**config.mk**
```make
export PLATFORM = sky130hd
export DESIGN_NAME = sparse_mult_arbiter
export DESIGN_NICKNAME = d
export VERILOG_FILES = /design/src/rtl/sparse_mult_pkg.sv /design/src/rtl/sparse_tag_fifo.sv /design/src/rtl/sparse_mult_arbiter.sv
export SDC_FILE = /design/constraint.sdc
export NUM_CORES = 1
export LEC_CHECK = 0
export ABC_CLOCK_PERIOD_IN_PS = 2600
export CORE_AREA = 2 2 195 197
export CTS_CLUSTER_SIZE = 25
export DETAILED_ROUTE_END_ITERATION = 8
export DIE_AREA = 0 0 197 199
export PLACE_DENSITY_LB_ADDON = 0.12
export RECOVER_POWER = 100
export REMOVE_ABC_BUFFERS = 1
export SYNTH_ARGS = -nofsm -noshare
export SYNTH_HDL_FRONTEND = slang
export SYNTH_SLANG_ARGS = --single-unit
```
**constraint.sdc**
```tcl
create_clock -name i_clock -period 2.6 [get_ports i_clock]
set_clock_uncertainty 0.15 [all_clocks]
set_input_delay 0.26 -clock i_clock [delete_from_list [all_inputs] [get_ports i_clock]]
set_output_delay 0.26 -clock i_clock [all_outputs]
set_load 0.02 [all_outputs]
```
**src/rtl/sparse_mult_pkg.sv**
```systemverilog
// ---------------------------------------------------------------------------
// sparse_mult_pkg
//   Shared constants and types for the sparse-multiply engine and its
//   requester arbiter.
//   SPARSE_WIDTH / LANE_WIDTH : engine word width and per-lane width
//   E_IN_LEN / E_OUT_LEN      : words in / out per engine frame
//   MAX_REQ / req_idx_t       : largest supported requester count and the
//                               index type stored in the tag FIFO
//   arb_state_t               : arbiter FSM states
// ---------------------------------------------------------------------------
package sparse_mult_pkg;

   localparam int SPARSE_WIDTH = 96;
   localparam int LANE_WIDTH   = 32;
   localparam int E_IN_LEN     = 11;
   localparam int E_OUT_LEN    = 1;

   localparam int MAX_REQ      = 8;
   localparam int REQ_IDX_W    = $clog2(MAX_REQ);

   typedef logic [REQ_IDX_W-1:0] req_idx_t;

   typedef enum logic {
      IDLE,
      STREAM
   } arb_state_t;

endpackage

```
**src/rtl/sparse_tag_fifo.sv**
```systemverilog
// ---------------------------------------------------------------------------
// sparse_tag_fifo
//   Synchronous first-word-fall-through FIFO of requester indices. Records
//   the order in which frames were granted so engine results can be steered
//   back to their owners in that same order.
//   i_clock, i_reset : clock, synchronous active-high reset
//   push, push_data  : write a tag (ignored when full)
//   pop              : drop the head tag (ignored when empty)
//   head             : current front tag, valid whenever !empty
//   count            : number of tags held (0..DEPTH)
//   full, empty      : occupancy flags
//   DEPTH must be a power of two, at least 2.
// ---------------------------------------------------------------------------
module sparse_tag_fifo
   import sparse_mult_pkg::*;
#(
   parameter int DEPTH = 4
) (
   input  logic                         i_clock,
   input  logic                         i_reset,
   input  logic                         push,
   input  req_idx_t                     push_data,
   input  logic                         pop,
   output req_idx_t                     head,
   output logic [$clog2(DEPTH+1)-1:0]   count,
   output logic                         full,
   output logic                         empty
);

   localparam int PW = $clog2(DEPTH);
   localparam int CW = $clog2(DEPTH+1);

   req_idx_t      mem [DEPTH];
   logic [PW-1:0] wr_ptr;
   logic [PW-1:0] rd_ptr;
   logic          do_push;
   logic          do_pop;

   assign full    = (count == CW'(DEPTH));
   assign empty   = (count == '0);
   assign do_push = push & ~full;
   assign do_pop  = pop & ~empty;
   assign head    = mem[rd_ptr];

   // Pointers wrap naturally because DEPTH is a power of two.
   always_ff @(posedge i_clock) begin
      if (i_reset) begin
         wr_ptr <= '0;
         rd_ptr <= '0;
         count  <= '0;
      end else begin
         if (do_push) wr_ptr <= wr_ptr + PW'(1);
         if (do_pop)  rd_ptr <= rd_ptr + PW'(1);
         if (do_push && !do_pop)      count <= count + CW'(1);
         else if (do_pop && !do_push) count <= count - CW'(1);
      end
   end

   // NOTE: storage is deliberately left out of reset; the pointers and count
   // decide what is valid, and an unreset array maps onto plain RAM/flops.
   always_ff @(posedge i_clock) begin
      if (do_push) mem[wr_ptr] <= push_data;
   end

endmodule

```
**src/rtl/sparse_mult_arbiter.sv**
```systemverilog
// ---------------------------------------------------------------------------
// sparse_mult_arbiter
//   Shares one sparse-multiply engine between NUM_REQ requesters. Grants are
//   round-robin and held for a whole IN_LEN-word input frame; a tag FIFO keeps
//   grant order so the OUT_LEN-word results go back to their owners in order.
//   i_clock, i_reset : clock, synchronous active-high reset
//   i_req_data/valid, o_req_ready     : requester input streams
//   o_resp_data, o_resp_valid (1-hot), i_resp_ready : result streams
//   o_eng_data/valid, i_eng_ready     : to engine input
//   i_eng_data/valid, o_eng_ready     : from engine output
//   o_grant : current/last granted requester,  o_busy : work in flight
// ---------------------------------------------------------------------------
module sparse_mult_arbiter
   import sparse_mult_pkg::*;
#(
   parameter int WIDTH           = SPARSE_WIDTH,
   parameter int NUM_REQ         = 2,
   parameter int IN_LEN          = E_IN_LEN,
   parameter int OUT_LEN         = E_OUT_LEN,
   parameter int MAX_OUTSTANDING = 4
) (
   input  logic                         i_clock,
   input  logic                         i_reset,
   input  logic [NUM_REQ*WIDTH-1:0]     i_req_data,
   input  logic [NUM_REQ-1:0]           i_req_valid,
   output logic [NUM_REQ-1:0]           o_req_ready,
   output logic [WIDTH-1:0]             o_resp_data,
   output logic [NUM_REQ-1:0]           o_resp_valid,
   input  logic [NUM_REQ-1:0]           i_resp_ready,
   output logic [WIDTH-1:0]             o_eng_data,
   output logic                         o_eng_valid,
   input  logic                         i_eng_ready,
   input  logic [WIDTH-1:0]             i_eng_data,
   input  logic                         i_eng_valid,
   output logic                         o_eng_ready,
   output logic [$clog2(NUM_REQ)-1:0]   o_grant,
   output logic                         o_busy
);

   localparam int GW = $clog2(NUM_REQ);
   localparam int BW = $clog2(IN_LEN+1);
   localparam int RW = $clog2(OUT_LEN+1);
   localparam int CW = $clog2(MAX_OUTSTANDING+1);
   localparam logic [BW-1:0] IN_LAST  = BW'(IN_LEN-1);
   localparam logic [RW-1:0] OUT_LAST = RW'(OUT_LEN-1);

   arb_state_t    state;
   logic [GW-1:0] grant;
   logic [GW-1:0] rr_ptr;
   logic [BW-1:0] beat_cnt;
   logic [RW-1:0] resp_cnt;

   logic [WIDTH-1:0]   req_word [NUM_REQ];
   logic [NUM_REQ-1:0] head_onehot;
   logic [GW-1:0]      sel_idx;
   logic               sel_found;
   logic               can_start;
   logic               beat;
   logic               resp_hs;
   logic               tag_pop;

   req_idx_t      tag_head;
   logic [CW-1:0] tag_count;
   logic          tag_full;
   logic          tag_empty;

   for (genvar r = 0; r < NUM_REQ; r++) begin : g_unpack
      assign req_word[r] = i_req_data[r*WIDTH +: WIDTH];
   end

   // Round-robin search: walk downward from the farthest candidate so the
   // nearest valid requester at or after rr_ptr is the last one written.
   always_comb begin
      int idx;
      idx       = 0;
      sel_found = 1'b0;
      sel_idx   = '0;
      for (int k = NUM_REQ - 1; k >= 0; k--) begin
         idx = int'(rr_ptr) + k;
         if (idx >= NUM_REQ) idx = idx - NUM_REQ;
         if (i_req_valid[GW'(idx)]) begin
            sel_found = 1'b1;
            sel_idx   = GW'(idx);
         end
      end
   end

   always_comb begin
      for (int g = 0; g < NUM_REQ; g++) begin
         head_onehot[g] = (tag_head == req_idx_t'(g));
      end
   end

   assign can_start = (state == IDLE) & sel_found & ~tag_full;
   assign beat      = (state == STREAM) & i_req_valid[grant] & i_eng_ready;
   assign resp_hs   = ~tag_empty & i_eng_valid & |(i_resp_ready & head_onehot);
   assign tag_pop   = resp_hs & (resp_cnt == OUT_LAST);

   sparse_tag_fifo #(
      .DEPTH (MAX_OUTSTANDING)
   ) u_tag_fifo (
      .i_clock   (i_clock),
      .i_reset   (i_reset),
      .push      (can_start),
      .push_data (req_idx_t'(sel_idx)),
      .pop       (tag_pop),
      .head      (tag_head),
      .count     (tag_count),
      .full      (tag_full),
      .empty     (tag_empty)
   );

   // NOTE: every register here uses <= so all state updates see the values
   // from before the edge, independent of statement order.
   always_ff @(posedge i_clock) begin
      if (i_reset) begin
         state    <= IDLE;
         grant    <= '0;
         rr_ptr   <= '0;
         beat_cnt <= '0;
      end else begin
         case (state)
            IDLE: begin
               if (can_start) begin
                  grant    <= sel_idx;
                  beat_cnt <= '0;
                  state    <= STREAM;
               end
            end
            STREAM: begin
               if (beat) begin
                  if (beat_cnt == IN_LAST) begin
                     beat_cnt <= '0;
                     rr_ptr   <= (grant == GW'(NUM_REQ-1)) ? '0 : grant + GW'(1);
                     state    <= IDLE;
                  end else begin
                     beat_cnt <= beat_cnt + BW'(1);
                  end
               end
            end
            default: state <= IDLE;
         endcase
      end
   end

   always_ff @(posedge i_clock) begin
      if (i_reset)      resp_cnt <= '0;
      else if (resp_hs) resp_cnt <= tag_pop ? '0 : resp_cnt + RW'(1);
   end

   // NOTE: every output gets a default before any branch, so no path leaves
   // a value held and no latch is inferred. Reset forces all outputs to 0,
   // including the pass-through data paths.
   always_comb begin
      o_req_ready  = '0;
      o_resp_valid = '0;
      o_resp_data  = '0;
      o_eng_data   = '0;
      o_eng_valid  = 1'b0;
      o_eng_ready  = 1'b0;
      o_busy       = 1'b0;
      if (!i_reset) begin
         if (state == STREAM) begin
            o_eng_valid        = i_req_valid[grant];
            o_eng_data         = req_word[grant];
            o_req_ready[grant] = i_eng_ready;
         end
         // Results are only steered while a tag names their owner.
         if (!tag_empty) begin
            o_eng_ready  = |(i_resp_ready & head_onehot);
            o_resp_valid = i_eng_valid ? head_onehot : '0;
         end
         o_resp_data = i_eng_data;
         o_busy      = (state != IDLE) | (tag_count != '0);
      end
   end

   assign o_grant = grant;

endmodule

```
**Word-level counts from Yosys, hierarchy flattened**

Memory sizes are Yosys's and may differ from the RTL's. A register that Yosys moved wholly into a read port is not among the register bits.
Cells that the tools add are included.

- Word-level logic and storage cells: 107
- Register bits: 15
- Input bits: 296
- Memories: 1
- Memory bits (writable): 4

Memories:

| memory | depth | bits a word | read ports | clocked after memory_dff | wr ports | line | source |
|---|---|---|---|---|---|---|---|
| u_tag_fifo.mem | 4 | 1 | 1 | 1 | 1 | sparse_tag_fifo.sv:33 | `req_idx_t mem [DEPTH];` |

- Reductions and logical operators: 13
- Magnitude comparators: 7
- Bitwise gates (word level): 17
- Multiplexer cells: 46
- Eq/ne operators: 5
- $add $sub $neg: 10

Operators with widths:

| cell | number |
|---|---|
| 96-bit two-way mux | 6 |
| 1-bit two-way mux | 25 |
| 2-bit two-way mux | 7 |
| 4-bit two-way mux | 3 |
| 1-bit AND | 9 |
| 4-bit case mux with 2 select lines | 1 |
| 3-bit logical NOT | 2 |
| 1-bit by 3-bit less-than comparator with 1-bit output (second input constant) | 2 |
| 3-bit two-way mux | 2 |
| 2-bit by 1-bit adder with 2-bit output (second input constant) | 2 |
| 4-bit by 1-bit adder with 4-bit output (second input constant) | 1 |
| 2-bit AND | 2 |
| 4-bit equality test (second input constant) | 1 |
| 2-bit greater-or-equal comparator (second input constant) | 2 |
| 2-bit by 1-bit inequality test with 1-bit output (second input constant) | 2 |
| 1-bit inverter | 4 |
| 2-bit AND reduction | 2 |
| 3-bit by 1-bit adder with 3-bit output (second input constant) | 1 |
| 3-bit by 1-bit equality test with 1-bit output (second input constant) | 1 |
| 3-bit equality test (second input constant) | 1 |
| 1-bit logical AND | 3 |
| 3-bit AND reduction | 1 |
| 3-bit nonzero test | 1 |
| 3-bit by 1-bit subtractor with 3-bit output (second input constant) | 1 |
| 13 further kinds | 16 |

**Longest topological paths before layout**

- Depth after elaboration: 15
- Mapped depth: 10

**Modules after synthesis**

Synthesis repeated with hierarchy kept, for this count alone.

- Cell total of the unflattened synthesis: 447
- Area, all modules: 3483.3 um^2

By module, submodules not included:

| module | area an instance (um^2) | cells an instance | sequential area each (um^2) | instances |
|---|---|---|---|---|
| sparse_mult_arbiter | 2585.0 | 384 | 160.2 | 1 |
| sparse_tag_fifo | 898.4 | 63 | 540.5 | 1 |

**Worst setup path after synthesis**

No wires, ideal clock.

- Kind: register to register
- Start: reg (tool-made name)
- End: reg u_tag_fifo.count[2]
- Library setup time: 0.071 ns
- Slack: -0.048 ns
- Arrival time: 2.428 ns
- Buffers on the path: 0
- Stages on the path, launching flop included: 11
- Clock period less this slack: 2.648 ns
- Cell sequence: dfxtp_1 -> mux4_2 -> mux2i_2 -> nor4b_2 -> inv_1 -> ha_1 -> inv_1 -> fa_1 -> xor2_1 -> or3_1 -> a21oi_1

RTL lines:

| item | line | source |
|---|---|---|
| end signal, assigned | sparse_tag_fifo.sv:54 | `if (do_push && !do_pop) count <= count + CW'(1);` |
| end signal, assigned | sparse_tag_fifo.sv:55 | `else if (do_pop && !do_push) count <= count - CW'(1);` |
| end, declared | sparse_tag_fifo.sv:25 | `output logic [$clog2(DEPTH+1)-1:0] count,` |

==> metrics.yaml <==
synth-edff-count: 4
async_flop_share: 0
drt_wl_total_um: 24500
synthFlopType: "dfxtp_1"
p_total_mw: 2.43
fin_util: 0.241
viasPerCell: 3.48
ys_ff_latch: 21
place_congestion: 0.818
violations: "negative setup slack"
criticalPathCategory: "reg -> reg"
finalSetupViolations: 1
max_slew_margin: 0.739
outcome: "finished, violations left"
end_kind: "flip-flop"
die_y_um: 199
hp-class: "in -> reg"
synth-warning-count: 0
wl_per_cell_um: 17.5
cts-htree-levels: 1
path_clk_slew_ns: 0.06
dieArea_sq_um: 39200
dp.cells: 1388
clock-sinks: 21
setup_tns_ns: -0.00536
start_util: 0.0858
fin_nets: 1223
max_freq_mhz: 384
post_synth.cell_area_avg_sq_um: 7.36
drt-initial-drc-count: 68
timing.final.crit_share: 1.00
io_pins: 496
cts_buffer_depth: 2
drive_gt1_frac: 0.0479
critPathArrivalTime_ns: 2.64
report.final.hold_viol_count: 0
port-buffer-count: 495
start_kind: "flip-flop"
tritoncts: "built"
clock_latency_ns: 0.25
maxCapViolCount: 0
maxSlewViolCount: 0
holdBufCountCts: 0
drc: 0
cts_buffers: 3
ys_seq_area_frac: 0.144
grt_pass1_vias: 4788
design.core.area_sq_um: 37100
post-cts-setup-buffer-count: 0
drt_pass1_iterations: 4
ant_nets: 0
root_buffer: "clkbuf_16"
syn_area_sq_um: 3190
cp_max_fo: 3
grt_antenna_before_repair: 6
p_per_area_nw_per_um2: 272
period_needed_ns: 2.61
post-place-ws_ns: -0.107
leakage_nw: 3.03
layout.cells.non_filler: 1396
crit_required_ns: 2.64
ir_worst_vdd_v: 0.000188
via_count: 4858
setup_slack_ns: -0.00536
synth_cells: 433
area_growth_pct: 180
dp_hpwl_um: 21900
rsz0062_at_grt: "yes"
grt_max_degree: 88
grt_pass1_wl_um: 32300
row_count: 71
worstMarginPinSlew_ns: 0.391
synthDistinctLibCells: 40
gr-total-overflow: 0
die_x_um: 197
grtUsageTotal: 0.112
worst paths after layout:
kind,start,endpoint,slack [ns],cells past startpoint
max,u_tag_fifo.mem[2],u_tag_fifo.count[2],-0.005,10
min,i_reset,u_tag_fifo.rd_ptr[1],0.29,3
max reg2reg,u_tag_fifo.mem[2],u_tag_fifo.count[2],-0.005,10
min reg2reg,rr_ptr,o_grant,0.31,2
logic make-up (layout without fill, tap and decap cells):
logic type                 after synthesis  in the layout  synth area share
buffers and inverters                   43            528            0.0597
AOI/OAI and AO/OA                       14             14            0.0243
and+or+nand+nor                        238            238             0.389
adders and majority gates                8              8            0.0338
DFF                                     21             21             0.144
muxes                                  106            106             0.340
xor gates and xnor gates                 3              3           0.00825
other                                    0              4                 0
power by group:
part | switching (mW) | total (mW) | internal (mW)
Combinational | 0.711 | 1.67 | 0.960
Clock | 0.119 | 0.325 | 0.206
Sequential | 0.0562 | 0.433 | 0.377
Total | 0.886 | 2.43 | 1.54
metrics by stage:
stage          hold slack [ns]  cell area [sq um]
2_1_floorplan            0.179               3030
4_1_cts                  0.288               8910
3_3_place_gp             0.317               8820
6_report                 0.287               8930
5_1_grt                  0.348               8920
3_5_place_dp             0.301               8820
synthesized netlist by cell type (2+ instances only):
library cell | count | area [sq um]
mux2_1 | 3 | 33.8
o21ai_1 | 2 | 10.0
nor2_1 | 107 | 402
nor3b_1 | 3 | 22.5
or3_1 | 2 | 12.5
xor2_1 | 2 | 17.5
dfxtp_1 | 17 | 340
nand2b_1 | 2 | 12.5
mux2_2 | 2 | 22.5
buf_1 | 2 | 7.51
mux2i_1 | 99 | 991
ha_1 | 7 | 87.6
o21ai_0 | 3 | 15.0
buf_6 | 2 | 22.5
clkbuf_1 | 20 | 75.1
nand2_1 | 3 | 11.3
buf_2 | 11 | 55.1
nand3_1 | 2 | 10.0
nor3_1 | 4 | 20.0
and2_1 | 6 | 37.5
nor2b_1 | 99 | 619
edfxtp_1 | 4 | 120
a21oi_1 | 7 | 35.0
inv_1 | 8 | 30.0
sequential cells by signal, indices dropped and copies added, names as in the netlist, named ones only:
register and cells:
o_grant 1, u_tag_fifo.rd_ptr 2, u_tag_fifo.mem 4, state 1, rr_ptr 1, u_tag_fifo.count 3, u_tag_fifo.wr_ptr 2, resp_cnt 1
beat_cnt 4
worst max-delay path, stage by stage (launching register included):
cell and delay, ns:
edfxtp_1 0.37, mux4_2 0.54, mux2i_4 0.23, nor4b_4 0.07, inv_1 0.08, ha_2 0.18, inv_2 0.04, fa_2 0.32
xor2_1 0.15, or3_1 0.30, a21oi_1 0.12
final cells by class:
cell class	count	area [sq um]
inverter	8	30.0
sequential	21	465
clock inverter	1	5.00
tap	474	593
fill	4088	28200
antenna	4	10.0
clock buffer	3	75.1
timing repair buffer	516	5190
multi-input combinational	369	2570
metal layers:
| layer | wire, um | up-vias | part of all wire | track usage |
|---|---|---|---|---|
| li1 | - | 2402 | - | - |
| met1 | 7800 | 2156 | 0.32 | 0.102 |
| met2 | 13300 | 279 | 0.54 | 0.225 |
| met3 | 2990 | 17 | 0.12 | 0.0556 |
| met4 | 343 | 4 | 0.014 | 0.0187 |
| met5 | 26 | - | 0.0011 | 0 |
cells in the final DEF, fill, tap and decap left out, types with 5 or more instances in the layout:
cell	n
clkdlybuf4s50_1	482
a21oi_1	7
ha_1	6
buf_12	8
nor2b_1	99
nor2_1	107
buf_4	21
dfxtp_1	15
and2_0	5
mux2i_1	99
inv_1	7
timing repair:
action                     in CTS  in global routing
pin swaps                       4                  1
cloned                          0                  0
setup endpoints to repair       3                  3
gates resized for setup         5                  3
Power figures use the tool's default switching activity.
